### src/rtl/wb_queue_pkg.sv
// Shared defaults and entry type for the writeback queue.
// Used by wb_queue and, when WB_QUEUE_BYPASS_EN is defined, wbq_lookup.
package wb_queue_pkg;

   localparam int WBQ_DEPTH_DEF  = 4;
   localparam int WBQ_DATA_W_DEF = 64;
   localparam int WBQ_ADDR_W_DEF = 5;

   typedef struct packed {
      logic [WBQ_ADDR_W_DEF-1:0] addr;
      logic [WBQ_DATA_W_DEF-1:0] data;
   } wbq_entry_t;

endpackage

### src/rtl/wbq_lookup.sv
// Youngest-match search over the occupied queue entries (one bypass read port).
// Only compiled when WB_QUEUE_BYPASS_EN is defined.
`ifdef WB_QUEUE_BYPASS_EN
module wbq_lookup
   import wb_queue_pkg::*;
#(
   parameter int DEPTH  = WBQ_DEPTH_DEF,
   parameter int DATA_W = WBQ_DATA_W_DEF,
   parameter int ADDR_W = WBQ_ADDR_W_DEF
) (
   input  logic [ADDR_W-1:0]        i_addrs [DEPTH],
   input  logic [DATA_W-1:0]        i_datas [DEPTH],
   input  logic [$clog2(DEPTH)-1:0] i_head,
   input  logic [$clog2(DEPTH):0]   i_count,
   input  logic [ADDR_W-1:0]        i_key,
   output logic                     o_hit,
   output logic [DATA_W-1:0]        o_data
);

   localparam int PW = $clog2(DEPTH);
   localparam int CW = PW + 1;

   // Walk oldest to youngest so the last match found wins.
   always_comb begin
      logic [PW-1:0] v_idx;
      o_hit  = 1'b0;
      o_data = '0;
      v_idx  = i_head;
      for (int k = 0; k < DEPTH; k++) begin
         v_idx = i_head + PW'(k);
         if ((CW'(k) < i_count) && (i_key != '0) && (i_addrs[v_idx] == i_key)) begin
            o_hit  = 1'b1;
            o_data = i_datas[v_idx];
         end
      end
   end

endmodule
`endif

### src/rtl/wb_queue.sv
// Writeback queue: circular FIFO draining into the register-file write port.
// Define WB_QUEUE_BYPASS_EN to compile in the two bypass lookup ports.
module wb_queue
   import wb_queue_pkg::*;
#(
   parameter int DEPTH  = WBQ_DEPTH_DEF,
   parameter int DATA_W = WBQ_DATA_W_DEF,
   parameter int ADDR_W = WBQ_ADDR_W_DEF
) (
   input  logic                     clock,
   input  logic                     reset,
   input  logic                     in_valid,
   output logic                     in_ready,
   input  logic [ADDR_W-1:0]        in_addr,
   input  logic [DATA_W-1:0]        in_data,
   input  logic                     rf_hold,
   output logic                     rf_write,
   output logic [ADDR_W-1:0]        rf_addr,
   output logic [DATA_W-1:0]        rf_data,
   input  logic [ADDR_W-1:0]        lk1_addr,
   input  logic [ADDR_W-1:0]        lk2_addr,
   output logic                     lk1_hit,
   output logic                     lk2_hit,
   output logic [DATA_W-1:0]        lk1_data,
   output logic [DATA_W-1:0]        lk2_data,
   output logic [$clog2(DEPTH):0]   count
);

   localparam int PW = $clog2(DEPTH);
   localparam int CW = PW + 1;
   localparam logic [CW-1:0] FULL = CW'(DEPTH);

   logic [ADDR_W-1:0] r_addr [DEPTH];
   logic [DATA_W-1:0] r_data [DEPTH];
   logic [PW-1:0]     r_head;
   logic [PW-1:0]     r_tail;
   logic [CW-1:0]     r_count;

   logic w_ready;
   logic w_write;
   logic w_push;

   // No push-through when full, even if the head drains in the same cycle.
   assign w_ready = reset && (r_count < FULL);
   assign w_write = reset && (r_count != '0) && !rf_hold;
   assign w_push  = in_valid && w_ready && (in_addr != '0);

   always_ff @(posedge clock) begin
      if (!reset) begin
         r_head  <= '0;
         r_tail  <= '0;
         r_count <= '0;
      end else begin
         if (w_push)  r_tail <= r_tail + 1'b1;
         if (w_write) r_head <= r_head + 1'b1;
         r_count <= r_count + CW'(w_push) - CW'(w_write);
      end
   end

   always_ff @(posedge clock) begin
      if (w_push) begin
         r_addr[r_tail] <= in_addr;
         r_data[r_tail] <= in_data;
      end
   end

   assign in_ready = w_ready;
   assign rf_write = w_write;
   assign rf_addr  = reset ? r_addr[r_head] : '0;
   assign rf_data  = reset ? r_data[r_head] : '0;
   assign count    = r_count;

`ifdef WB_QUEUE_BYPASS_EN
   logic              w_lk1_hit;
   logic              w_lk2_hit;
   logic [DATA_W-1:0] w_lk1_data;
   logic [DATA_W-1:0] w_lk2_data;

   wbq_lookup #(.DEPTH(DEPTH), .DATA_W(DATA_W), .ADDR_W(ADDR_W)) u_lk1 (
      .i_addrs (r_addr),
      .i_datas (r_data),
      .i_head  (r_head),
      .i_count (r_count),
      .i_key   (lk1_addr),
      .o_hit   (w_lk1_hit),
      .o_data  (w_lk1_data)
   );

   wbq_lookup #(.DEPTH(DEPTH), .DATA_W(DATA_W), .ADDR_W(ADDR_W)) u_lk2 (
      .i_addrs (r_addr),
      .i_datas (r_data),
      .i_head  (r_head),
      .i_count (r_count),
      .i_key   (lk2_addr),
      .o_hit   (w_lk2_hit),
      .o_data  (w_lk2_data)
   );

   assign lk1_hit  = reset && w_lk1_hit;
   assign lk2_hit  = reset && w_lk2_hit;
   assign lk1_data = reset ? w_lk1_data : '0;
   assign lk2_data = reset ? w_lk2_data : '0;
`else
   logic w_unused_lk;
   assign w_unused_lk = ^{lk1_addr, lk2_addr};

   assign lk1_hit  = 1'b0;
   assign lk2_hit  = 1'b0;
   assign lk1_data = '0;
   assign lk2_data = '0;
`endif

endmodule

### config.mk
export PLATFORM = sky130hd
export DESIGN_NAME = wb_queue
export DESIGN_NICKNAME = d
export VERILOG_FILES = /design/src/rtl/wb_queue_pkg.sv /design/src/rtl/wbq_lookup.sv /design/src/rtl/wb_queue.sv
export SDC_FILE = /design/constraint.sdc
export NUM_CORES = 1
export LEC_CHECK = 0
export BUFFER_PORTS_ARGS = -buffer_cell sky130_fd_sc_hd__buf_2
export CAP_MARGIN = 20
export CORE_MARGIN = 3
export CORE_UTILIZATION = 45
export DETAILED_ROUTE_END_ITERATION = 8
export GPL_TIMING_DRIVEN = 0
export PLACE_DENSITY = 0.69
export SLEW_MARGIN = 20
export SYNTH_ARGS = -nofsm -noshare
export SYNTH_HDL_FRONTEND = slang
export SYNTH_SLANG_ARGS = --single-unit
### constraint.sdc
create_clock -name clock -period 5.3 [get_ports clock]
set_input_delay 0.53 -clock clock [delete_from_list [all_inputs] [get_ports clock]]
set_output_delay 0.53 -clock clock [all_outputs]
set_load 0.1 [all_outputs]
## Word level (Yosys, flattened, before mapping)

Memory sizes are Yosys's and may differ from the RTL's. A register that Yosys moved wholly into a read port is not among the register bits.
Index checks and enable logic that the tools add are counted.

| word-level totals | value |
|---|---|
| memory bits (writable) | 276 |
| output and inout bits | 204 |
| input port bits | 83 |
| memories | 2 |
| register bits after elaboration | 7 |
| word-level logic and storage cells | 26 |

Memory list:

| memory | words | width | read ports | clocked after memory_dff | wr ports | line | RTL |
|---|---|---|---|---|---|---|---|
| r_data | 4 | 64 | 1 | 1 | 1 | wb_queue.sv:34 | `logic [DATA_W-1:0] r_data [DEPTH];` |
| r_addr | 4 | 5 | 1 | 1 | 1 | wb_queue.sv:33 | `logic [ADDR_W-1:0] r_addr [DEPTH];` |

| cells by class | value |
|---|---|
| reduce and logical (&&, ||, !) cells | 8 |
| muxes and demuxes | 8 |
| $lt $le $gt $ge | 1 |
| add/sub/neg operators | 4 |

Operator list:

| cell | number |
|---|---|
| $mux W64 | 1 |
| $mux W2 | 4 |
| $logic_and A1 B1 Y1 | 5 |
| $mux W5 | 1 |
| $reduce_bool A5 Y1 | 1 |
| $add A2 B1 Y2 const B | 2 |
| $add A3 B1 Y3 | 1 |
| $lt A3 B3 Y1 const B | 1 |
| $reduce_bool A3 Y1 | 1 |
| $sub A3 B1 Y3 | 1 |
| $mux W1 | 2 |
| $logic_not A1 Y1 | 1 |

## Longest topological paths before layout

Gate-level depths: netlist of run 1.

| depth | value |
|---|---|
| word-level depth | 6 |
| gate-level depth with buffers | 10 |

## Worst setup path before layout of run 1

OpenSTA, ideal clock, no wires.

| timing path | value |
|---|---|
| path kind | register to register |
| start point | reg r_count[1], in the netlist count[1] |
| end point | reg r_count[1], in the netlist count[1] |
| library setup time | 0.115 ns |
| cell stages (with the launch flop) | 8 |
| period minus slack after synthesis | 3.830 ns |
| path slack | 1.470 ns |
| data arrival time | 3.715 ns |
| cell sequence | dfxtp_1 nor3_1 nor2_1 ha_1 inv_1 ha_1 fa_1 and2_1 |

| between the ends | value |
|---|---|
| elaborated cells on any way between the ends | 9 |

RTL lines:

| element | line | RTL |
|---|---|---|
| start, declared | wb_queue.sv:37 | `logic [CW-1:0] r_count;` |
| start signal, assigned | wb_queue.sv:56 | `r_count <= r_count + CW'(w_push) - CW'(w_write);` |
| $reduce_bool A3 Y1 | wb_queue.sv:45 | `assign w_write = reset && (r_count != '0) && !rf_hold;` |
| $logic_and A1 B1 Y1 (2 in a row) | wb_queue.sv:45 |  |
| named net rf_write | wb_queue.sv:17 | `output logic rf_write,` |
| $sub A3 B1 Y3 | wb_queue.sv:56 |  |

The timed path passes the listed nets, and every way through them passes these cells.
A chain may end at the register's enable or synchronous reset.

==> flow_summary_export.csv, run 1 <==
group,metric,value,unit
sta,hold_viol_final,0,
synthesis,synth_area_per_cell,19.1,µm²
setup_path,crit_path_end_kind,"output port",
synthesis,synth_cell_types,30,
setup_path,cpMostUsedCell,"buf_2",
clock_network,clk_latency,0.52,ns
layout,fin_area,14600,µm²
grt,antenna_found_initial,4,
setup_path,cpPeakStageDelay,0.44,ns
synthesis,synth_top_area_cell,"edfxtp_1",
routing,drt_wl_total,22.7,mm
layout,regArea,8470,µm²
synthesis,ys.flop_type,"edfxtp_1",
die,die_h,169,µm
setup_path,required,4.77,ns
synthesis,synth.top_cell.area_share,69.7,%
grt,grt_pass1_vias,6124,
run,cap_viol_max_count,0,
synthesis,ys_seq_elements,285,
synthesis,yosysWarningCount,0,
clock_network,cts_tree,"done",
setup_path,cp-start-kind,"flip-flop",
die,design.core.area,25500,µm²
sta,setup_viol,0,
grt,met2_usage,28.3,%
synthesis,ys_top_cells_by_area,"edfxtp_1 70%, mux4_2 13%, buf_4 8.2%, and2_1 4.0%, dfxtp_1 1.5%",
setup_path,cp.depth,6,
layout,nets,1023,
clock_network,clk_pin_slew_worst_paths,0.06,ns
grt,grt_busiest_layer,"met2",
routing,drtAntennaViolNets,0,
setup_path,cp_max_fo,10,
die,num_rows,58,
clock_network,cts_num_sinks,285,
power,p_per_area,431,nW/µm²
sta,fmax,324,MHz
grt,grtUsageMet3,5.00,%
grt,grt.met1_usage,19.2,%
synthesis,syn_inst,624,
sta,rsz0062_at_grt,"no",
clock_network,post_cts_resized,0,
grt,track_usage,15.9,%
die,die_area,28400,µm²
die,fp.dieW,169,µm
setup_path,cp_num_buf_inv,4,
placed_design,dpl_cell_area,13600,µm²
placed_design,gp_congestion,0.700,
setup_path,crit_type,"reg2out",
outcome,outcome,"complete, no violations",
die,start_util,46.6,%
sta,slew_viol_final,0,
routing,first_pass_iters,4,
setup_path,cp.arrival,2.55,ns
layout,drive_gt1_share,42.3,%
routing,route.detailed.drc,0,
placed_design,port_buffers,145,
layout,syn2layout_area_growth,22.4,%
synthesis,async_flop_share,0,%
sta,worst_slew_pin_slew,0.657,ns
synthesis,yosysSeqAreaShare,71.2,%
routing,wl_per_cell,17.7,µm
sta,finalCritPeriodShare,58.2,%
sta,slew_headroom,56.2,%
sta,period_needed,3.08,ns
synthesis,synth_common_cells,"276 x edfxtp_1, 130 x buf_4, 76 x and2_1",
grt,grt_max_degree,38,
synthesis,synth-edff-count,276,
routing,vias,5921,
clock_network,postCtsHoldBufs,0,
die,io_pins,287,
synthesis,synth_area,11900,µm²
setup_path,r2r_cells,9,
hold_path,hold_depth,1,
power,max-vdd-ir-drop,0.000367,V
sta,clock_skew,0.0148,ns
setup_path,crit_family,"buffers and inverters",
layout,fill_cells,2035,
layout,diodes,0,
power,p_leak,5.62,nW
clock_network,cts_setup_buffers,0,
routing,drt_iter0_drc,229,
grt,overflow,0,
clock_network,cts_root_buffer,"clkbuf_16",
layout,multi_input_area,2770,µm²
sta,totalNegativeSetupSlack,0,ns
setup_path,worstPathCellList,"buf_2 > buf_2 > buf_2 > mux4_2 > and2_1 > buf_2",
clock_network,cts_inserted_buffers,29,
grt,grt_pass1_wl,35.1,mm
placed_design,dpl.hpwl,15.1,mm
clock_network,clk_path_buf_depth,3,
hold_path,holdCritPathClass,"in2reg",
synthesis,yosysMostFrequentCell,"edfxtp_1",
setup_path,slowest_stage,"buf_2",
clock_network,htree_num_levels,1,
routing,viasPerCell,4.61,
## cell usage in the layout (no fill, tap or decap), drive strengths merged
master,n
fa,1
inv,9
a21boi,2
o311ai,1
mux4,69
conb,130
buf,290
bufinv,4
o41ai,1
nor2,1
nand2,4
a21oi,2
nand3b,1
nor4,1
nand2b,2
xor2,1
xnor2,1
and2,76
edfxtp,276
ha,6
o21ai,1
nor2b,1
nor3,1
mux2i,2
clkbuf,45
clkinv,16
dfxtp,9
or3,1
## area by class of cell
class	count	share of cell area [%]
Clock inverter	21	1.37
Clock buffer	31	5.03
Buffer	155	7.70
Sequential cell	285	58.1
Tap cell	330	2.84
Inverter	8	0.206
Timing Repair Buffer	149	5.69
Multi-Input combinational cell	305	19.0
## per-stage QoR
stage          utilization, %  setup slack (ns)  cells  hold slack, ns  power (mW)
5_1_grt                  57.0              2.08   1284           0.197        6.51
4_1_cts                  57.0              2.12   1284           0.188        6.35
2_1_floorplan               -              1.47    753           0.435        4.11
3_3_place_gp             52.9             0.552   1228           0.467        4.34
3_5_place_dp             53.4              2.59   1232           0.475        4.36
6_report                 57.0              2.22   1284           0.215        6.27
## where the power goes
part	switching (mW)	leakage [nW]	internal, mW
Clock	0.789	0.460	1.19
Combinational	1.28	2.58	0.392
Sequential	0.0308	2.58	2.59
Total	2.10	5.62	4.17
## state kept, by name, summed over array words and instances (netlist names), named ones only
signal	count
r_data	256
r_addr	20
r_tail	2
r_head	2
count	3
## layer usage
layer	wire [µm]	share of wire (%)
met1	8540	38
met2	11600	51
met3	2190	9.6
met4	344	1.5
met5	48	0.21
## worst paths after layout
| path | to | slack [ns] | start |
|---|---|---|---|
| worst max register to register | count[2] | 3.09 | count[2] |
| worst min-delay path | r_data[0][25] | 0.21 | in_data[25] |
| worst max-delay path | rf_data[61] | 2.22 | flip-flop |
| worst min register to register | r_head[1] | 0.48 | r_head[1] |
## kinds of logic (layout without fill, tap and decap cells)
group                    after synthesis  in the layout  synth area share, %
flip-flops                           285            285                 71.2
buffers and inverters                163            364                 9.68
AND/OR/NAND/NOR                       88             88                 4.52
multiplexers                          71             71                 13.2
adder cells (fa/ha/maj)                7              7                0.799
AO/OA/AOI/OAI                          7              7                0.400
XOR/XNOR                               2              2                0.147
other                                  1            130               0.0315
(Power assumes the default switching activity.)
==> inputs of run 2 (changes only) <==
- PLACE_DENSITY: 0.69 -> 0.72
- clock period: 5.3 -> 2.51 ns (I/O delays scaled with it)
==> flow_summary_export.csv, run 2 (synthesis results as in run 1) <==
group,metric,value,unit
grt,grt_pass1_vias,6580,
hold_path,hold_path.startpoint,"rf_hold",
power,p_total,13.6,mW
routing,drt_wl_total,24.3,mm
setup_path,regToRegEndpoint,"count[2]",
clock_network,cts_root_buffer,"clkbuf_16",
die,design.core.area,25500,µm²
setup_path,reg2reg_from,"count[1]",
sta,slew_headroom,51.8,%
die,die_h,169,µm
placed_design,pre_cts_ws,-0.106,ns
sta,clock_skew,0.00752,ns
sta,slew_viol_final,0,
clock_network,cts_tree,"done",
clock_network,clk_pin_slew_worst_paths,0.06,ns
sta,period_needed,2.43,ns
clock_network,htree_num_levels,1,
setup_path,cpMostUsedCell,"buf_12",
routing,drt_iter0_drc,265,
setup_path,cp-start-kind,"flip-flop",
setup_path,r2r_cells,8,
layout,drive_gt1_share,41.1,%
setup_path,cp.arrival,2.18,ns
outcome,outcome,"complete, no violations",
run,cap_viol_max_count,0,
setup_path,reg2reg_slack,0.19,ns
layout,diodes,0,
sta,worst_slew_pin_slew,0.723,ns
routing,vias,6189,
die,io_pins,287,
layout,syn2layout_area_growth,31.4,%
clock_network,clk_path_buf_depth,3,
hold_path,hold_path_end,"r_head[1]",
hold_path,hold_depth,3,
setup_path,crit_family,"buffers and inverters",
layout,top_register,"r_data",
sta,setup_viol,0,
sta,fmax,411,MHz
placed_design,dpl.hpwl,14.9,mm
routing,drtAntennaViolNets,0,
placed_design,gp_congestion,0.694,
sta,hold-worst-slack,0.0717,ns
sta,hold_viol_final,0,
grt,grt_pass1_wl,37.1,mm
setup_path,cpPeakStageDelay,0.47,ns
layout,final_common_cell,"edfxtp_1",
setup_path,crit_type,"reg2out",
power,max-vdd-ir-drop,0.000751,V
setup_path,slowest_stage,"mux4_2",
grt,overflow,0,
sta,finalCritPeriodShare,96.9,%
clock_network,clk_latency,0.53,ns
setup_path,worstPathCellList,"buf_12 > buf_12 > buf_12 > mux4_2 > and2_1 > buf_2",
layout,utilization,61.2,%
grt,antenna_found_initial,0,
die,start_util,46.6,%
clock_network,cts_num_sinks,285,
hold_path,holdCritPathClass,"in2reg",
routing,viasPerCell,4.56,
grt,track_usage,16.7,%
routing,first_pass_iters,4,
sta,finalWorstSetupSlack,0.0789,ns
setup_path,cp_max_fo,7,
layout,largest_register_ffs,256,
power,p_leak,6.00,nW
layout,final_cell_mix,"276 x edfxtp_1, 177 x buf_4, 130 x conb_1",
sta,rsz0062_at_grt,"yes",
die,num_rows,58,
clock_network,cts_inserted_buffers,28,
routing,wl_per_cell,17.9,µm
routing,route.detailed.drc,0,
setup_path,required,2.26,ns
die,fp.dieW,169,µm
die,die_area,28400,µm²
power,p_per_area,869,nW/µm²
layout,nets,1095,
grt,grt_max_degree,45,
setup_path,crit_path_end_kind,"output port",
placed_design,port_buffers,145,
setup_path,cp_num_buf_inv,4,
run 2: cell types whose count changed in the layout (fill, tap and decap cells not counted), moves of 4 or more:
cell	delta
buf_2	-67
clkbuf_4	+10
dlygate4sd3_1	+69
clkinv_1	-4
buf_12	+4
buf_4	+47
buf_6	+12
dfxtp_1	-4
run 2: routing by layer:
layer  global-route usage [%]  vias up  wire (µm)
met5                        0        -          0
met2                     30.0      259      12400
met1                     20.1     3001       9160
met3                     5.00       31       2300
met4                     3.56        0        398
li1                         -     2898          -
run 2: layout make-up:
| type | count | area (µm²) |
|---|---|---|
| multi-input cells | 305 | 2790 |
| inverters | 8 | 30.0 |
| fillers | 1827 | 9920 |
| flip-flops and latches | 285 | 8480 |
| clock buffers | 33 | 741 |
| plain buffers | 155 | 1190 |
| well taps | 330 | 413 |
| repair buffers | 222 | 1790 |
| clock inverters | 19 | 195 |
run 2: worst register-to-register path, stage by stage, from the launching register on:
cell     delay [ns]
dfxtp_4        0.35
nor3_1         0.60
nor2_4         0.09
ha_1           0.30
inv_1          0.04
ha_1           0.18
fa_1           0.38
xnor2_1        0.13
and2_1         0.14
run 2: worst max path at each step:
stage | startpoint | end | slack (ns) | cells after the start
after floorplan | count[1] | count[2] | 0.03 | 8
after global placement | reset | r_data[0][29] | -0.49 | 4
after detailed placement | in_addr[0] | count[1] | -0.11 | 9
after CTS | flip-flop | rf_data[55] | -0.04 | 6
after global routing | flip-flop | rf_data[33] | -0.008 | 5
final | flip-flop | rf_data[1] | 0.08 | 6
run 2: repair_timing:
| action | 4_1_cts | 5_1_grt |
|---|---|---|
| setup buffers | 2 | 0 |
| resized for setup | 71 | 47 |
| endpoints found under the setup margin | 63 | 48 |
| cloned | 0 | 2 |
| hold buffers | 69 | 0 |
| hold endpoints to repair | 276 | 0 |
run 2: through the flow:
stage	cells	setup TNS [ns]	area, µm²
CTS	1355	-0.244	15500
global placement	1228	-130.33	13500
detailed placement	1232	-0.190	13600
global route	1357	-0.0326	15600
finish	1357	0	15600
floorplan	753	0	12400
run 2: power by group:
part | internal, mW | switching, mW
clock network | 2.51 | 1.68
logic | 1.07 | 2.77
registers | 5.48 | 0.0697
total | 9.06 | 4.52
